<file path="src/rtl/delay_sched_if.sv">
// Handshake bundle between requesting control FSMs and the shared delay scheduler.
interface delay_sched_if #(
  parameter int N_REQ = 4,
  parameter int DW    = 8
);
  logic [N_REQ-1:0] req;
  logic [DW-1:0]    delay_len;
  logic [N_REQ-1:0] grant;
  logic [N_REQ-1:0] done;
  logic             busy;
  logic             tick;

  modport master (output req, delay_len, input grant, done, busy, tick);
  modport slave  (input req, delay_len, output grant, done, busy, tick);
endinterface

</file>
<file path="src/rtl/delay_sched.sv">
// Round-robin shared delay timer: one delay of delay_len x 2^PRESC_W clk cycles in flight.
// Optional DELAY_SCHED_ABORT_EN: owner dropping req during COUNT cancels its delay.
module delay_sched #(
  parameter int N_REQ   = 4,
  parameter int DW      = 8,
  parameter int PRESC_W = 6
) (
  input logic         clk,
  input logic         rstn,
  delay_sched_if.slave bus
);
  localparam int IW = $clog2(N_REQ);

  typedef enum logic [1:0] {IDLE, COUNT, DONE} state_t;

  state_t             state, state_n;
  logic [PRESC_W-1:0] presc, presc_n;
  logic [DW-1:0]      rem, rem_n;
  logic [N_REQ-1:0]   grant, grant_n;
  logic [N_REQ-1:0]   done, done_n;
  logic [IW-1:0]      owner, owner_n;
  logic [IW-1:0]      rr_ptr, rr_n;
  logic [IW-1:0]      win_idx, nxt_owner;
  logic               win_found;
  logic [IW:0]        cand;

  // First requester at or after rr_ptr, wrapping modulo N_REQ.
  always_comb begin
    win_found = 1'b0;
    win_idx   = '0;
    cand      = '0;
    for (int i = 0; i < N_REQ; i++) begin
      cand = {1'b0, rr_ptr} + (IW+1)'(i);
      if (cand >= (IW+1)'(N_REQ)) cand = cand - (IW+1)'(N_REQ);
      if (!win_found && bus.req[cand[IW-1:0]]) begin
        win_found = 1'b1;
        win_idx   = cand[IW-1:0];
      end
    end
  end

  assign nxt_owner = (owner == IW'(N_REQ-1)) ? '0 : owner + IW'(1);

  always_comb begin
    state_n = state;
    presc_n = presc;
    rem_n   = rem;
    grant_n = grant;
    done_n  = '0;
    owner_n = owner;
    rr_n    = rr_ptr;
    unique case (state)
      IDLE: begin
        if (win_found) begin
          state_n          = COUNT;
          grant_n          = '0;
          grant_n[win_idx] = 1'b1;
          owner_n          = win_idx;
          rem_n            = bus.delay_len;
          presc_n          = '0;
        end
      end
      COUNT: begin
`ifdef DELAY_SCHED_ABORT_EN
        if (!bus.req[owner]) begin
          state_n = IDLE;
          grant_n = '0;
          rr_n    = nxt_owner;
        end else
`endif
        if (rem == '0) begin
          state_n = DONE;
          done_n  = grant;
        end else begin
          presc_n = presc + PRESC_W'(1);
          if (&presc) begin
            rem_n = rem - DW'(1);
            if (rem == DW'(1)) begin
              state_n = DONE;
              done_n  = grant;
            end
          end
        end
      end
      DONE: begin
        state_n = IDLE;
        grant_n = '0;
        rr_n    = nxt_owner;
      end
      default: state_n = IDLE;
    endcase
  end

  always_ff @(posedge clk or negedge rstn) begin
    if (!rstn) begin
      state  <= IDLE;
      presc  <= '0;
      rem    <= '0;
      grant  <= '0;
      done   <= '0;
      owner  <= '0;
      rr_ptr <= '0;
    end else begin
      state  <= state_n;
      presc  <= presc_n;
      rem    <= rem_n;
      grant  <= grant_n;
      done   <= done_n;
      owner  <= owner_n;
      rr_ptr <= rr_n;
    end
  end

  assign bus.grant = grant;
  assign bus.done  = done;
  assign bus.busy  = (state != IDLE);
  assign bus.tick  = (state == COUNT) && (&presc);
endmodule
</file>
<file path="src/flat_wrapper.sv">
// flat-port wrapper written by rule: the top's interface ports become plain ports
module delay_sched_flat 
#(
  parameter int N_REQ   = 4,
  parameter int DW      = 8,
  parameter int PRESC_W = 6
)
  (clk, rstn, bus_req, bus_delay_len, bus_grant, bus_done, bus_busy, bus_tick);
  delay_sched_if #(.N_REQ(N_REQ), .DW(DW)) bus_i ();
  input logic clk;
  input logic rstn;
  input wire logic [$bits(bus_i.req)-1:0] bus_req;
  input wire logic [$bits(bus_i.delay_len)-1:0] bus_delay_len;
  output wire logic [$bits(bus_i.grant)-1:0] bus_grant;
  output wire logic [$bits(bus_i.done)-1:0] bus_done;
  output wire logic [$bits(bus_i.busy)-1:0] bus_busy;
  output wire logic [$bits(bus_i.tick)-1:0] bus_tick;
  assign bus_i.req = bus_req;
  assign bus_i.delay_len = bus_delay_len;
  assign bus_grant = bus_i.grant;
  assign bus_done = bus_i.done;
  assign bus_busy = bus_i.busy;
  assign bus_tick = bus_i.tick;
  delay_sched #(.N_REQ(N_REQ), .DW(DW), .PRESC_W(PRESC_W)) u_core (.clk(clk), .rstn(rstn), .bus(bus_i));
endmodule
</file>
<file path="config.mk">
export PLATFORM = sky130hd
export DESIGN_NAME = delay_sched_flat
export DESIGN_NICKNAME = d
export VERILOG_FILES = /design/src/rtl/delay_sched_if.sv /design/src/rtl/delay_sched.sv /design/src/flat_wrapper.sv
export SDC_FILE = /design/constraint.sdc
export NUM_CORES = 1
export LEC_CHECK = 0
export CORE_AREA = 5 5 62 64
export CTS_BUF_LIST = sky130_fd_sc_hd__clkbuf_16
export CTS_CLUSTER_SIZE = 25
export DETAILED_ROUTE_END_ITERATION = 16
export DIE_AREA = 0 0 67 69
export GPL_TIMING_DRIVEN = 0
export HOLD_SLACK_MARGIN = 0.03
export PLACE_DENSITY = 0.8
export RECOVER_POWER = 50
export SYNTH_ARGS = -nofsm -noshare
export SYNTH_HDL_FRONTEND = slang
export SYNTH_SLANG_ARGS = --single-unit
export TNS_END_PERCENT = 100
</file>
<file path="constraint.sdc">
create_clock -name clk -period 2.5 [get_ports clk]
set_input_delay 0.25 -clock clk [delete_from_list [all_inputs] [get_ports clk]]
set_output_delay 0.25 -clock clk [all_outputs]
set_load 0.01 [all_outputs]
</file>
# --- Yosys cells after proc, flatten, opt, wreduce, memory -nomap -nowiden ---
# Index checks and enable logic that the tools add are counted.
# W data, S select, Z words.
totals:
  register_bits: 28
  wordCells: 96
classes:
  add_sub_neg: 10
  n_lt_le_gt_ge: 10
  eq_ne: 9
  muxes: 41
  n_reduce_logical: 19
op_table:
  columns: ["operator", "n"]
  rows:
  - ["$mux W2", 13]
  - ["$mux W8", 3]
  - ["$mux W4", 5]
  - ["$pmux W8 S2", 1]
  - ["$lt A2 B3 Y1 const B", 5]
  - ["$mux W6", 2]
  - ["$pmux W6 S2", 1]
  - ["$ge A3 B3 Y1 const B", 3]
  - ["$mux W1", 9]
  - ["$bmux W1 S2", 4]
  - ["$eq A8 B1 Y1 const B", 1]
  - ["$logic_not A8 Y1", 1]
  - ["$pmux W4 S2", 1]
  - ["$sub A2 B1 Y2 const B", 4]
  - ["$sub A8 B1 Y8 const B", 1]
  - ["$add A2 B2 Y3 const B", 2]
  - ["$add A6 B1 Y6 const B", 1]
  - ["$ne A3 B1 Y1 const B", 2]
  - ["$reduce_and A3 Y1", 2]
  - ["$reduce_and A6 Y1", 1]
  - ["$reduce_bool A2 Y1", 3]
  - ["$logic_and A1 B1 Y1", 5]
  - ["$eq A2 B2 Y1 const B", 2]
  - ["$ne A2 B1 Y1 const B", 2]
  - ["12 further kinds", 15]

# --- Logic depth before layout (Yosys ltp) ---
# Gate-level depths: netlist (run 1).
depth:
  word_depth: 20
  ltp_mapped: 8
  depth_no_buf: 7

# --- Least setup slack after synthesis (run 1) ---
# Ideal clock, no wire load.
synth_timing:
  path_kind: "register -> register"
  from: "reg u_core.rem[4]"
  to: "reg u_core.rem[4]"
  setup_ns: 0.094
  arrival_ns: 1.845
  required_ns: 2.406
  setup_slack_ns: 0.561
  stages_incl_launch_ff: 6
  n_path_buf: 0
  period_less_slack_ns: 1.939
  path_cell_list: "dfrtp_1 > or3_4 > or4_4 > a21oi_4 > o22ai_1 > a221oi_2"
synth_via:
  elab_chain_cells: 4
  elab_cells_between_ends: 7
  cone_classes: "1 x add/sub; 1 x eq/ne; 3 x mux; 2 x reduce/logical"
synth_rtl:
  columns: ["item", "line_no", "source"]
  rows:
  - ["from (decl)", "delay_sched.sv:18", "logic [DW-1:0] rem, rem_n;"]
  - ["from (signal assigned)", "delay_sched.sv:106", "rem <= rem_n;"]
  - ["$sub A8 B1 Y8", "delay_sched.sv:77", "rem_n = rem - DW'(1);"]
  - ["$mux W8", "delay_sched.sv:76", "if (&presc) begin"]
  - ["$mux W8", "delay_sched.sv:71", "if (rem == '0) begin"]
  - ["$pmux W8 S2", "delay_sched.sv:52", "unique case (state)"]
# Several ways; a longest one is shown, not always the timed one. The select of a mux whose other input is x is not followed.
# A chain may end at the register's enable or synchronous reset.

# --- Worst setup path after layout (run 1) ---
layout_timing:
  from: "reg u_core.state[1]"
  to: "out bus_tick"
layout_via:
  elab_chain_cells: 2
layout_rtl:
  columns: ["item", "line_no", "source"]
  rows:
  - ["from (decl)", "delay_sched.sv:16", "state_t state, state_n;"]
  - ["from (signal assigned)", "delay_sched.sv:104", "state <= state_n;"]
  - ["$eq A2 B1 Y1", "delay_sched.sv:117", "assign bus.tick = (state == COUNT) && (&presc);"]
  - ["$logic_and A1 B1 Y1", "delay_sched.sv:117", null]
  - ["to (decl)", "flat_wrapper.sv:17", "output wire logic [$bits(bus_i.tick)-1:0] bus_tick;"]
# Every way passes these cells.

==> metrics, run 1 <==
Pleak=0.8225 nW; Cell Area, Synth=0.001520 mm²; post-DP HPWL=2.614 mm; register bit total from synthesis=28; sum of negative setup slack=0 ns; Vias/cell=5.638; CP endpoint kind=primary output; P_int=0.001275 W; GRT Total Usage=0.1685; leading area contributor after synthesis=dfrtp_1; Antenna diodes=0; layout cell share with drive strength beyond 1=0.07937; Sink Count=28; NetSw=0.0007563 W; Initial Utilization=0.4704; post-route setup slack=0.1767 ns; most common cell after layout, fill and taps aside=dfrtp_1; Ys Warns=0; fin crit share=0.9293; Synth Flop Type=dfrtp_1; Starting DRT DRC Count=79; Inserted Clock Buffers=3; Async SR Flop Fraction=1.000; Root Driver=clkbuf_16; H-tree Lvls=1; synth top area cells=dfrtp_1 (46%), o21ai_0 (4.6%), nand2_1 (4.4%); Worst-Skew Late Latency=0.26 ns; number of synthesized flops with an enable pin=0; outcome=complete, no violations; Reg clk slew, reported paths=0.07 ns; fin nets=209; final WL=3.612 mm; Arr. time, crit path=2.07 ns; Setup Skew=0.001476 ns; largest net degree at the start of global routing=29; first-pass GRT wire length=6.120 mm; Core ar.=0.003232 mm²; grt ovf=0; Tightest Pin Transition=1.461 ns; fmax=430.4 MHz; I/O pin total=24; Buffers on Ports=23; top-area cell type share of the netlist area=0.4609; final hold vios=0; critical-path maximum fanout=10; synth unique cells=47; Pre-Repair DR Iteration Count=4; Reg power frac=0.383; combinational share of power=0.383; RSZ-0062 raised after global routing=no; DRT antenna net count=0; post-layout min period=2.323 ns; routed vias=1325; share of total power in the clock network=0.234; most frequent cells in the layout=dfrtp_1 (28), nand2_1 (18), clkdlybuf4s50_1 (18), o21ai_0 (14), inv_1 (12); Remaining DRCs=0; fin util=0.5904; GP Congestion=0.9179; Placed Area=0.001808 mm²; Slew Limit Fails=0; Post-Synthesis Cells=162; Hold Path Class=in2async; Max Buffers Root-to-Sink=2; Seq/Total Area, Yosys=0.4609; synthesis-to-finish area growth=25.51%; num rows=21; Post-CTS Setup Bufs=0; Die Wd=67 µm; max_cap viols=0; power per cell area=1065 mW/mm²; Design Area, Final=0.001908 mm²; CTS tree=yes; relative slew slack=0.02602; syn_area_per_cell=9.384 µm²; CP startpoint kind=flip-flop; synthesized net count=181; Die Area=0.004623 mm²; initial antenna violation count=0; Post-Place Worst Slack=0.2149 ns; WP data required=2.25 ns; WL per Instance=15.37 µm; sw frac=0.3723; Die Y=69 µm; vias in the first global route=1373; endpoints failing setup=0; Setup CP Type=reg2out; Peak supply drop=0.5283 mV
## synthesized netlist by cell type, types with 2 or more instances
cell type	instances
nor2_1	10
and2_1	6
a221oi_1	2
nand2b_1	2
clkbuf_1	4
a31oi_1	2
o22a_1	3
dfrtp_1	28
and3_1	2
nand2_1	18
o21ai_0	14
o22ai_1	2
nor3_1	6
ha_1	5
a22o_1	2
inv_1	12
nand3_1	4
a21oi_1	10
a221oi_2	2
## per-stage QoR
step	std cells	hold slack (ns)	total power, W
after detailed placement	231	0.4838	0.001554
after floorplan	162	-0.04559	0.001278
final	235	0.3214	0.002031
after CTS	235	0.4992	0.002038
after global routing	235	0.4748	0.002177
after global placement	231	0.4711	0.001504
## layout make-up
type / instances / area, µm²
multi-input combinational: 117 / 748.2
sequential: 28 / 700.7
buffer: 5 / 27.53
clock buffer: 3 / 75.07
clock inverter: 1 / 30.03
fill: 300 / 1324
inverter: 12 / 45.04
tap: 46 / 57.56
timing repair buffer: 23 / 224.0
## routing by layer
metal / wire length, µm / share of wire / track usage / vias to the layer above
li1: - / - / - / 636
met1: 1447 / 0.40 / 0.1926 / 644
met2: 1910 / 0.53 / 0.2893 / 37
met3: 184 / 0.051 / 0.04870 / 8
met4: 70 / 0.019 / 0.06306 / 0
met5: 0 / 0 / 0 / -
## registers in the layout (all words and copies together), names as in the netlist
name              cells
u_core.rem            8
u_core.presc          6
u_core.bus.done       4
u_core.bus.grant      4
u_core.owner          2
u_core.rr_ptr         2
u_core.state          2
## path summary, 6_finish.rpt
path / from / endpoint / slack [ns] / cells after the start
max: u_core.state[1]$_DFFE_PN0P_ / bus_tick / 0.18 / 5
min: rstn / u_core.rem[6]$_DFFE_PN0P_ / 0.32 / 1
max reg2reg: u_core.rem[4]$_DFFE_PN0P_ / u_core.rem[4]$_DFFE_PN0P_ / 0.38 / 5
max in group asynchronous: rstn / u_core.presc[4]$_DFFE_PN0P_ / 1.33 / 1
min in group clk: u_core.bus.grant[0]$_DFFE_PN0P_ / u_core.bus.grant[0]$_DFFE_PN0P_ / 0.50 / 2
min reg2reg: u_core.bus.grant[0]$_DFFE_PN0P_ / u_core.bus.grant[0]$_DFFE_PN0P_ / 0.50 / 2
## what timing repair did
action / in CTS / in global routing
hold buffers: 0 / 0
gates resized for setup: 1 / 0
setup endpoints to repair: 1 / 0
## worst max-delay path: stages, from the launching register on
cell and delay, ns:
dfrtp_1 0.36, clkbuf_1 0.21, nor2b_1 0.15, clkbuf_2 0.24, and3_1 0.27, clkdlybuf4s50_1 0.57
## power by group through the flow
stage | combinational [W] | sequential, W | clock [W]
3_5_place_dp | 0.000775 | 0.000779 | 0
4_1_cts | 0.000786 | 0.000775 | 0.000477
6_report | 0.000778 | 0.000777 | 0.000476
3_3_place_gp | 0.000737 | 0.000767 | 0
5_1_grt | 0.000877 | 0.000804 | 0.000496
2_1_floorplan | 0.000528 | 0.000750 | 0
## logic make-up after synthesis
family / after synthesis / share of synthesized area
simple gates: 61 / 0.2140
compound gates: 48 / 0.2173
flops: 28 / 0.4609
buf+inv: 17 / 0.04691
fa+ha+maj: 5 / 0.04115
mux: 2 / 0.01399
xor+xnor: 1 / 0.005762
(Power assumes the default switching activity.)
==> inputs of run 2 (changes only) <==
Settings changed: SLEW_MARGIN set to 20.
==> metrics, run 2 (same netlist as run 1, synthesis figures left out) <==
Sink Count=28 (unchanged); Vias/cell=5.737 (+1.8%); critical path, cell by cell=clkbuf_1 > nor2b_1 > clkbuf_2 > and3_1 > clkdlybuf4s50_1; outcome=complete, no violations; initial antenna violation count=0 (unchanged); Die Area=0.004623 mm² (unchanged); grt ovf=0 (unchanged); Root Driver=clkbuf_16; Arr. time, crit path=2.07 ns (about the same); Max Buffers Root-to-Sink=2 (unchanged); power per cell area=1059 mW/mm² (-0.57%); Starting DRT DRC Count=81 (+2.5%); most common cell after layout, fill and taps aside=dfrtp_1; register area=700.7 µm² (unchanged); r2r startpoint=u_core.rem[4]$_DFFE_PN0P_; Hold Path Class=reg2reg; CP Buf/Inv Count=3 (unchanged); CP endpoint kind=primary output; H-tree Lvls=1 (unchanged); synthesis-to-finish area growth=26.17%; fin util=0.5935 (+0.003097); registers with the most flip-flops=u_core.rem (8), u_core.presc (6); DRT antenna net count=0 (unchanged); Worst-Skew Late Latency=0.26 ns (about the same); post-DP HPWL=2.621 mm (+0.27%); cells on worst reg2reg path=5 (unchanged); Slew Limit Fails=0 (unchanged); Remaining DRCs=0 (unchanged); Die Y=69 µm (unchanged); RSZ-0062 raised after global routing=no; first-pass GRT wire length=6.044 mm (-1.2%); Worst path max stage delay=0.57 ns (about the same); layout cell share with drive strength beyond 1=0.07895 (-0.0004177); critical-path cell with the highest stage delay=clkdlybuf4s50_1; Buffers on Ports=23 (unchanged); Initial Utilization=0.4704 (unchanged); fmax=431.6 MHz (+0.28%); Tightest Pin Transition=1.491 ns (+0.02989 ns); post-layout min period=2.317 ns (-0.006413 ns); R2R Path End=u_core.rem[4]$_DFFE_PN0P_; Setup Skew=0.0009564 ns (-0.0005194 ns); Inserted Clock Buffers=3 (unchanged); I/O pin total=24 (unchanged); WP data required=2.25 ns (about the same); max reg flops=8 (unchanged); CP startpoint kind=flip-flop; Worst Min Path Start=u_core.bus.grant[0]$_DFFE_PN0P_; routed vias=1354 (+2.2%); Biggest register=u_core.rem; final WL=3.673 mm (+1.7%); sum of negative setup slack=0 ns (unchanged); largest net degree at the start of global routing=29 (unchanged); R2R setup slack=0.36 ns (-0.02 ns); Peak supply drop=0.5662 mV (+7.2%); hold endpoint=u_core.bus.grant[0]$_DFFE_PN0P_; critical-path maximum fanout=10 (unchanged); endpoints failing setup=0 (unchanged); Placed Cells=231 (unchanged); GRT Total Usage=0.1659 (-0.002639); CP top delay family=buffers and inverters; max_cap viols=0 (unchanged); most frequent cells in the layout=dfrtp_1 (28), nand2_1 (18), clkdlybuf4s50_1 (17), o21ai_0 (14), inv_1 (12); CTS tree=yes; WHS Path Cells=2; Pre-Repair DR Iteration Count=4 (unchanged); Die Wd=67 µm (unchanged); Antenna diodes=0 (unchanged); fin nets=210 (+0.48%); fin crit share=0.9268 (-0.002565); Multi-input gate area=748.2 µm² (unchanged); Layout Cells excl Fill=236 (+0.43%); final hold vios=0 (unchanged); Post-CTS Setup Bufs=0 (unchanged); fillcell total=290 (-3.3%); Core ar.=0.003232 mm² (unchanged); Pleak=0.8278 nW (+0.65%); Setup CP Type=reg2out; WL per Instance=15.56 µm (+1.3%); vias in the first global route=1328 (-3.3%); GP Congestion=0.9179 (unchanged); relative slew slack=0.006096 (-0.01993); num rows=21 (unchanged); Reg clk slew, reported paths=0.07 ns (about the same)
-- run 2: cell types whose count changed in the layout (fill, tap and decap cells not counted), sizes merged --
cell / before / now
dlygate4sd3: 4 / 6
clkdlybuf4s50: 18 / 17
-- run 2: stage by stage --
step	hold slack, ns	total power, W	setup slack, ns	cell area [µm²]
3_3_place_gp	0.4711	0.001504	0.2805	1808
6_report	0.4906	0.002030	0.1831	1918
5_1_grt	0.5097	0.002167	0.02457	1918
2_1_floorplan	-0.04559	0.001278	0.5607	1520
3_5_place_dp	0.3033	0.001554	0.2095	1803
4_1_cts	0.4991	0.002042	0.1799	1919
-- run 2: where the power goes --
part / switching [W] / internal, W / leakage (nW)
Combinational: 0.000433 / 0.000345 / 0.415
Sequential: 0.000172 / 0.000609 / 0.362
Clock: 0.000153 / 0.000319 / 0.0511
Total: 0.000758 / 0.00127 / 0.828
-- run 2: final cells by class --
class	count	area share
clock inverters	1	0.01566
repair buffers	24	0.1220
plain buffers	5	0.01435
inverters	12	0.02348
multi-input cells	117	0.3901
flip-flops and latches	28	0.3653
clock buffers	3	0.03914
well taps	46	0.03001
-- run 2: routing by layer --
layer  vias up  global-route usage  part of all wire
met5         -                   0                 0
met2        31              0.3035              0.54
met4         0             0.02703            0.0052
met3         2             0.03571             0.049
met1       678              0.1957              0.41
li1        643                   -                 -
-- run 2: worst max-delay path by stage --
stage | to | slack (ns) | startpoint | cells after the start
2_1_floorplan | u_core.rem[4]$_DFFE_PN0P_ | 0.56 | u_core.rem[4]$_DFFE_PN0P_ | 5
3_3_place_gp | u_core.rem[6]$_DFFE_PN0P_ | 0.28 | bus_req[1] | 6
3_5_place_dp | u_core.rem[4]$_DFFE_PN0P_ | 0.21 | bus_req[1] | 6
4_1_cts | bus_tick | 0.18 | u_core.state[1]$_DFFE_PN0P_ | 5
5_1_grt | bus_tick | 0.02 | u_core.state[1]$_DFFE_PN0P_ | 5
6_report | bus_tick | 0.18 | u_core.state[1]$_DFFE_PN0P_ | 5
-- run 2: worst register-to-register path, stage by stage (launching register included) --
cell      delay [ns]
dfrtp_1         0.43
or3_4           0.43
or4_4           0.55
a21oi_4         0.28
o22ai_1         0.14
a221oi_2        0.22
-- run 2: what timing repair did --
item,4_1_cts,5_1_grt
resized for setup,1,0
hold buffers,1,0
endpoints found under the setup margin,1,0
endpoints found under the hold margin,28,0
==> inputs of run 3 (changes only) <==
Settings changed: RECOVER_POWER 50 to 25, SKIP_CTS_REPAIR_TIMING set to 1.
==> metrics, run 3 (same netlist as run 1, synthesis figures left out) <==
Die Y=69 µm (unchanged); critical path, cell by cell=clkbuf_1 > nor2b_1 > clkbuf_2 > and3_1 > clkdlybuf4s50_1; layout cell share with drive strength beyond 1=0.07937 (+0.0004177); CP top delay family=buffers and inverters; final hold vios=0 (unchanged); Root Driver=clkbuf_16; post-layout min period=2.314 ns (-0.002767 ns); Pre-Repair DR Iteration Count=4 (unchanged); RSZ-0062 raised after global routing=no; CP startpoint kind=flip-flop; Initial Utilization=0.4704 (unchanged); max reg flops=8 (unchanged); Setup CP Type=reg2out; Remaining DRCs=0 (unchanged); met3 WL=164 µm (-8.4%); Fin Hold WS=0.3300 ns (-0.1606 ns); Antenna diodes=0 (unchanged); CTS tree=yes; met2 WL post-DR=1.980 mm (-0.30%); power per cell area=1065 mW/mm² (+0.62%); Inserted Clock Buffers=3 (unchanged); most common cell after layout, fill and taps aside=dfrtp_1; fin crit share=0.9257 (-0.001107); largest net degree at the start of global routing=29 (unchanged); post-DP HPWL=2.621 mm (unchanged); Tightest Pin Transition=1.478 ns (-0.01256 ns); Die Area=0.004623 mm² (unchanged); Sink Count=28 (unchanged); final WL=3.639 mm (-0.93%); num rows=21 (unchanged); WP data required=2.25 ns (about the same); relative slew slack=0.01447 (+0.008371); fillcell total=291 (+0.34%); max_cap viols=0 (unchanged); synthesis-to-finish area growth=25.51%; fin nets=209 (-0.48%); fin util=0.5904 (-0.003097); registers with the most flip-flops=u_core.rem (8), u_core.presc (6); Starting DRT DRC Count=82 (+1.2%); Slew Limit Fails=0 (unchanged); Multi-input gate area=748.2 µm² (unchanged); H-tree Lvls=1 (unchanged); critical-path cell with the highest stage delay=clkdlybuf4s50_1; first-pass GRT wire length=6.037 mm (-0.12%); total power=0.002032 W (about the same); Core ar.=0.003232 mm² (unchanged); Pleak=0.8082 nW (-2.4%); DRT antenna net count=0 (unchanged); Hold Path Class=in2async; most frequent cells in the layout=dfrtp_1 (28), clkdlybuf4s50_1 (22), nand2_1 (18), o21ai_0 (14), inv_1 (12); initial antenna violation count=0 (unchanged); GP Congestion=0.9179 (unchanged); Design Area, Final=0.001908 mm² (-0.52%); outcome=complete, no violations; fmax=432.1 MHz (+0.12%); Arr. time, crit path=2.06 ns (about the same); Peak supply drop=0.5653 mV (-0.17%); highest metal used=met4; CP Buf/Inv Count=3 (unchanged); Biggest register=u_core.rem; Vias/cell=5.740 (about the same); endpoints failing setup=0 (unchanged); GRT Total Usage=0.1666 (+0.0006596); grt ovf=0 (unchanged); critical-path maximum fanout=10 (unchanged); Max Buffers Root-to-Sink=2 (unchanged); CP endpoint kind=primary output; Buffers on Ports=23 (unchanged); Worst-Skew Late Latency=0.26 ns (about the same); Reg clk slew, reported paths=0.07 ns (about the same); register area=700.7 µm² (unchanged); Placed Area=0.001803 mm² (unchanged); vias in the first global route=1327 (-0.075%); Setup Skew=0.001247 ns (+0.0002905 ns); routed vias=1349 (-0.37%); Die Wd=67 µm (unchanged); Metal-1 WL=1.469 mm (-1.3%); WL per Instance=15.49 µm (-0.50%); I/O pin total=24 (unchanged); R2R setup slack=0.36 ns (about the same); Worst path max stage delay=0.57 ns (about the same)
## run 3: changes by cell type in the layout (fill, tap and decap cells not counted), sizes merged
cell and delta:
dlygate4sd3 -6, clkdlybuf4s50 +5
## run 3: area by class of cell
cell class | instances | area share
Clock buffer | 3 | 0.03934
Inverter | 12 | 0.02361
Buffer | 5 | 0.01443
Timing Repair Buffer | 23 | 0.1174
Clock inverter | 1 | 0.01574
Tap cell | 46 | 0.03016
Multi-Input combinational cell | 117 | 0.3921
Sequential cell | 28 | 0.3672
## run 3: final timing paths
path | startpoint | endpoint | depth (start not counted)
hold / removal | rstn | u_core.rem[6]$_DFFE_PN0P_ | 1
min in group clk | u_core.bus.grant[0]$_DFFE_PN0P_ | u_core.bus.grant[0]$_DFFE_PN0P_ | 2
setup reg to reg | u_core.rem[4]$_DFFE_PN0P_ | u_core.rem[4]$_DFFE_PN0P_ | 5
setup / recovery | u_core.state[1]$_DFFE_PN0P_ | bus_tick | 5
max in group asynchronous | rstn | u_core.presc[3]$_DFFE_PN0P_ | 1
hold reg to reg | u_core.bus.grant[0]$_DFFE_PN0P_ | u_core.bus.grant[0]$_DFFE_PN0P_ | 2
## run 3: per-stage QoR
stage / setup slack (ns) / TNS (ns) / std cells
floorplan: 0.5607 / 0 / 162
global placement: 0.2805 / 0 / 231
detailed placement: 0.2095 / 0 / 231
CTS: -0.0003653 / -0.0003653 / 235
global route: 0.01566 / 0 / 235
finish: 0.1858 / 0 / 235
## run 3: routing by layer
layer / global-route usage / up-vias
met5: 0 / -
met4: 0.02703 / 0
met3: 0.03734 / 4
met2: 0.3002 / 30
met1: 0.1998 / 674
li1: - / 641
## run 3: worst reg2reg max path, cell delays in order (launching register included)
cell and delay [ns]:
dfrtp_1 0.43, or3_4 0.43, or4_4 0.55, a21oi_4 0.28, o22ai_1 0.14, a221oi_2 0.22
## run 3: power breakdown
part,internal [W],leakage [nW],switching [W]
combinational,0.000347,0.395,0.000433
clock,0.000319,0.0511,0.000154
sequential,0.000609,0.362,0.000170
